`src/rtl/dcache_rv32.sv`:
```
// Direct-mapped write-through data cache, one-word lines, req/ack refill bus.
// Define DCACHE_WRITE_ALLOCATE_EN to let full-word write misses install the line.
module dcache_rv32 #(
   parameter  int LINES = 8,
   localparam int IDXW  = $clog2(LINES),
   localparam int TAGW  = 30 - IDXW
) (
   input  logic        iCLK,
   input  logic        iRST,
   input  logic        iMEM,
   input  logic        iRW,
   input  logic [31:0] iMEMADDR,
   input  logic [31:0] iWDATA,
   input  logic [3:0]  iBE,
   output logic [31:0] oRDATA,
   output logic        oStallD,
   output logic        oBUSREQ,
   output logic        oBUSWE,
   output logic [31:0] oBUSADDR,
   output logic [31:0] oBUSWDATA,
   output logic [3:0]  oBUSBE,
   input  logic        iBUSACK,
   input  logic [31:0] iBUSRDATA
);

   typedef enum logic [1:0] {
      S_IDLE,
      S_REFILL,
      S_WRITE
   } state_t;

   state_t            r_state;
   logic [LINES-1:0]  r_valid;
   logic [31:0]       r_data [LINES];
   logic [TAGW-1:0]   r_tag  [LINES];

   logic [IDXW-1:0]   w_idx;
   logic [TAGW-1:0]   w_tag;
   logic              w_hit;
   logic [IDXW-1:0]   w_bidx;
   logic [TAGW-1:0]   w_btag;
   logic              w_bhit;
   logic              w_alloc;
   logic              w_fill;
   logic              w_merge;
   logic [31:0]       w_fdata;
   logic              w_unused;

   assign w_idx    = iMEMADDR[IDXW+1:2];
   assign w_tag    = iMEMADDR[31:IDXW+2];
   assign w_hit    = r_valid[w_idx] && (r_tag[w_idx] == w_tag);
   assign w_unused = ^iMEMADDR[1:0];

   // In-flight transactions use the latched bus address, so the core may drop iMEM
   assign w_bidx = oBUSADDR[IDXW+1:2];
   assign w_btag = oBUSADDR[31:IDXW+2];
   assign w_bhit = r_valid[w_bidx] && (r_tag[w_bidx] == w_btag);

`ifdef DCACHE_WRITE_ALLOCATE_EN
   assign w_alloc = !w_bhit && (oBUSBE == 4'hF);
`else
   assign w_alloc = 1'b0;
`endif

   assign w_fill  = iBUSACK &&
                    ((r_state == S_REFILL) ||
                     ((r_state == S_WRITE) && w_alloc));
   assign w_merge = iBUSACK && (r_state == S_WRITE) && w_bhit;
   assign w_fdata = (r_state == S_REFILL) ? iBUSRDATA : oBUSWDATA;

   always_comb begin
      oStallD = 1'b0;
      unique case (r_state)
         S_IDLE:   oStallD = iMEM && (!iRW || !w_hit);
         S_REFILL: oStallD = !iBUSACK;
         S_WRITE:  oStallD = !iBUSACK;
         default:  oStallD = 1'b0;
      endcase
   end

   always_ff @(posedge iCLK or posedge iRST) begin
      if (iRST) begin
         r_state   <= S_IDLE;
         r_valid   <= '0;
         oRDATA    <= '0;
         oBUSREQ   <= 1'b0;
         oBUSWE    <= 1'b0;
         oBUSADDR  <= '0;
         oBUSWDATA <= '0;
         oBUSBE    <= '0;
      end else begin
         unique case (r_state)
            S_IDLE: begin
               if (iMEM) begin
                  if (iRW && w_hit) begin
                     oRDATA <= r_data[w_idx];
                  end else if (iRW) begin
                     r_state  <= S_REFILL;
                     oBUSREQ  <= 1'b1;
                     oBUSWE   <= 1'b0;
                     oBUSADDR <= {iMEMADDR[31:2], 2'b00};
                  end else begin
                     r_state   <= S_WRITE;
                     oBUSREQ   <= 1'b1;
                     oBUSWE    <= 1'b1;
                     oBUSADDR  <= {iMEMADDR[31:2], 2'b00};
                     oBUSWDATA <= iWDATA;
                     oBUSBE    <= iBE;
                  end
               end
            end
            S_REFILL: begin
               if (iBUSACK) begin
                  r_valid[w_bidx] <= 1'b1;
                  oRDATA          <= iBUSRDATA;
                  oBUSREQ         <= 1'b0;
                  r_state         <= S_IDLE;
               end
            end
            S_WRITE: begin
               if (iBUSACK) begin
                  if (w_alloc) r_valid[w_bidx] <= 1'b1;
                  oBUSREQ <= 1'b0;
                  r_state <= S_IDLE;
               end
            end
            default: r_state <= S_IDLE;
         endcase
      end
   end

   // Arrays are not reset; an async reset forces IDLE so no update can slip through
   always_ff @(posedge iCLK) begin
      if (w_fill) begin
         r_data[w_bidx] <= w_fdata;
         r_tag[w_bidx]  <= w_btag;
      end else if (w_merge) begin
         for (int b = 0; b < 4; b++) begin
            if (oBUSBE[b]) r_data[w_bidx][8*b +: 8] <= oBUSWDATA[8*b +: 8];
         end
      end
   end

endmodule

```
`config.mk`:
```
export PLATFORM = sky130hd
export DESIGN_NAME = dcache_rv32
export DESIGN_NICKNAME = d
export VERILOG_FILES = /design/src/rtl/dcache_rv32.sv
export SDC_FILE = /design/constraint.sdc
export NUM_CORES = 1
export LEC_CHECK = 0
export ABC_AREA = 1
export BUFFER_PORTS_ARGS = -buffer_cell sky130_fd_sc_hd__buf_2
export CAP_MARGIN = 0
export CORE_UTILIZATION = 40
export CTS_CLUSTER_SIZE = 25
export DETAILED_ROUTE_END_ITERATION = 7
export PLACE_DENSITY = 0.68
export SLEW_MARGIN = 10
export SYNTH_ARGS = -nofsm -noshare
export SYNTH_HDL_FRONTEND = slang
export SYNTH_SLANG_ARGS = --single-unit
```
`constraint.sdc`:
```
create_clock -name iCLK -period 4.2 [get_ports iCLK]
set_input_delay 0.63 -clock iCLK [delete_from_list [all_inputs] [get_ports iCLK]]
set_output_delay 0.63 -clock iCLK [all_outputs]
set_load 0.02 [all_outputs]
```
==> impl_metrics.toml <==
[die]
ios = 208
fp.dieArea_mm2 = 0.0677
die_h_um = 260
die_w_um = 260
rows = 94
core_area_mm2 = 0.0659
initial_core_util_pct = 40.5

[clock_network]
numCtsBuffers = 61
cts_tree = "yes"
cts_hold_buf = 0
clockRootBuffer = "clkbuf_16"
cts_resized = 0
ctsLongestPathBuffers = 3
cts_sinks = 582
cts_max_level = 2
path_clk_slew_ns = 0.06
cts_setup_buffers = 0
insertion_delay_ns = 0.65

[timing]
tightest_slew_ns = 1.06
rsz0062_at_grt = "no"
finalMaxSlewViolations = 0
setup_viol = 0
layout_setup_ws_ns = 0.447
fin_skew_ns = 0.0617
setup_tns_ns = 0
finalHoldViolCount = 0
fmax_ghz = 0.266
min_period_ns = 3.75
max_slew_margin_pct = 28.7
hold-worst-slack_ns = 0.0816
fin_crit_sh_pct = 89.4

[logic_synthesis]
syn_inst = 2741
avgSynthCellArea_um2 = 9.73
synthTopCellsByArea = "edfxtp_1 (53%), nand2_1 (10%), dfrtp_1 (10%), o21ai_0 (5.2%), nand3_1 (4.3%)"
synth_cell_types = 36
ys_ff_latch = 582
synth-main-ff-cell = "edfxtp_1"
seq_area_frac_synth_pct = 63.4
synth_top_area_cell = "edfxtp_1"
synthArstFlopShare_pct = 18.9
ys_top_cells_by_count = "nand2_1 (734), edfxtp_1 (472), inv_1 (279)"
ys_warn_count = 0
synth_edf_count = 472
syn_area_mm2 = 0.0267
synth_top_area_share_pct = 53.1
synth.most_common_cell = "nand2_1"

[route]
drtIter0Drc = 1898
finalWirelength_um = 73200
routed-via-count = 20421
drc = 0
vias_per_cell = 5.31
drt_first_pass_iters = 7
final_antenna_net_count = 0
post_drt_wl_per_cell_um = 19.0

[pwr]
ir_worst_vdd_mv = 0.422
p_per_area_mw_per_mm2 = 641
leakage_nw = 12.9

[critical_path]
cp-end-kind = "output pin"
worst_path_dominant_cell_family = "simple AND/OR/NAND/NOR gates"
start_kind = "primary input"
critical_path_arrival_ns = 3.12
crit_chain = "buf_6 > inv_6 > buf_12 > nand2_1 > nand3_1 > nand3_1 > nand2_1 > nand2_1 > nand2_1 > nand2_1 > nor2_1 > nand2_1 > nor2_1 > nand2_1 > nand2_2 > a21oi_1 > buf_2"
crit_required_ns = 3.57
crit_type = "primary input to output pin"
critPathBufInv = 4
cp_slowest_cell = "nor2_1"
slowest_delay_ns = 0.38
worstPathMaxFanout = 52
crit_top_cell = "nand2_1"

[run_status]
status = "completed"

[cells_and_area]
syn2layout_area_growth_pct = 15.9
seq_area_mm2 = 0.0169
multi_input_area_mm2 = 0.00794
drive_above_1_share_pct = 14.3
fillers = 6090
nets = 3038

[global_route]
antenna_found_initial = 0
grt-ovfl-total = 0
track_usage_pct = 21.4
grt_pass1_vias = 18873
grt_pass1_wl_um = 110000
grt_max_degree = 98

[flow_run]
drv_cap = 0

[worst_hold_path]
hold_class = "primary input to asynchronous set/reset pin"

[placed_design]
pre_cts_ws_ns = 0.351
portBuffers = 203
post-dp-hpwl_um = 44500
gp_congestion = 0.808
worst paths after layout:
| path | from | to | slack [ns] | depth (start not counted) |
|---|---|---|---|---|
| max | iMEMADDR[2] | oStallD | 0.45 | 17 |
| min | iRST | oBUSADDR[8] | 0.08 | 2 |
| max reg2reg | oBUSADDR[3] | r_data[6][15] | 0.81 | 13 |
| min reg2reg | oRDATA[24] | oRDATA[24] | 0.47 | 2 |
| max in group asynchronous | iRST | oRDATA[31] | 3.38 | 3 |
| min in group iCLK | iWDATA[13] | oBUSWDATA[13] | 0.19 | 3 |
power breakdown:
group,switching (mW),internal (mW)
sequential,0.726,7.81
clock,2.34,3.25
combinational,4.12,1.59
total,7.18,12.7
routing by layer:
layer,GRT usage (%),wire [um]
met5,0,0
met3,3.76,6150
met4,7.65,2120
met1,28.9,30300
met2,34.6,34600
logic make-up (layout without fill, tap and decap cells):
family	count (synthesis)	in the layout	share of synthesized area [%]
xor gates and xnor gates	7	7	0.230
DFF	582	582	63.4
AOI/OAI and AO/OA	503	503	10.7
other	1	3	0.0141
buffers and inverters	453	692	7.09
adders and majority gates	4	4	0.188
and+or+nand+nor	1191	1191	18.4
layout make-up:
class	instances	share of cell area [%]
Multi-Input combinational cell	1707	25.7
Sequential cell	582	54.7
Clock buffer	77	5.23
Tap cell	864	3.50
Clock inverter	38	1.52
Inverter	286	3.51
Timing Repair Buffer	291	5.82
Antenna cell	1	0.00809
sequential cells by signal (all words and copies together), names as in the netlist, 2 cells and up:
signal,count
r_tag,216
r_valid,8
oBUSWDATA,32
oBUSBE,4
r_data,256
oBUSADDR,30
oRDATA,32
r_state,2
worst register-to-register path, cell delays in order (launching register included):
cell and delay [ns]:
dfrtp_1 0.46, buf_4 0.45, nand3_1 0.20, buf_4 0.28
o22ai_1 0.20, nor2_1 0.10, nand3_1 0.12, nand2_1 0.06
nor2_1 0.18, nand3_1 0.19, nor2_4 0.28, nand3_4 0.18
a21oi_1 0.18, buf_4 0.23
stage by stage:
| step | cells | utilization (%) | total power, mW | area [um^2] |
|---|---|---|---|---|
| after detailed placement | 3730 | 43.8 | 14.3 | 28800 |
| after global placement | 3730 | 43.8 | 14.3 | 28800 |
| after global routing | 3845 | 46.9 | 20.9 | 30900 |
| after floorplan | 2742 | - | 12.1 | 26700 |
| final | 3846 | 47.0 | 19.8 | 30900 |
| after CTS | 3845 | 46.9 | 19.9 | 30900 |
cell usage in the layout, fill, tap and decap left out, types with 8 or more instances in the layout:
master,n
o21ai_1,35
a21oi_1,45
buf_2,200
o21ai_0,276
bufinv_16,8
clkbuf_16,61
o211ai_1,27
clkinv_2,12
o221ai_1,42
buf_12,9
nor2_4,11
nand3_1,229
clkbuf_1,13
buf_4,81
nor2_1,190
nand4_1,8
o22ai_1,73
edfxtp_1,472
inv_1,276
nand2_1,732
dfrtp_1,109
No activity file was read; power rests on OpenSTA's default activity.
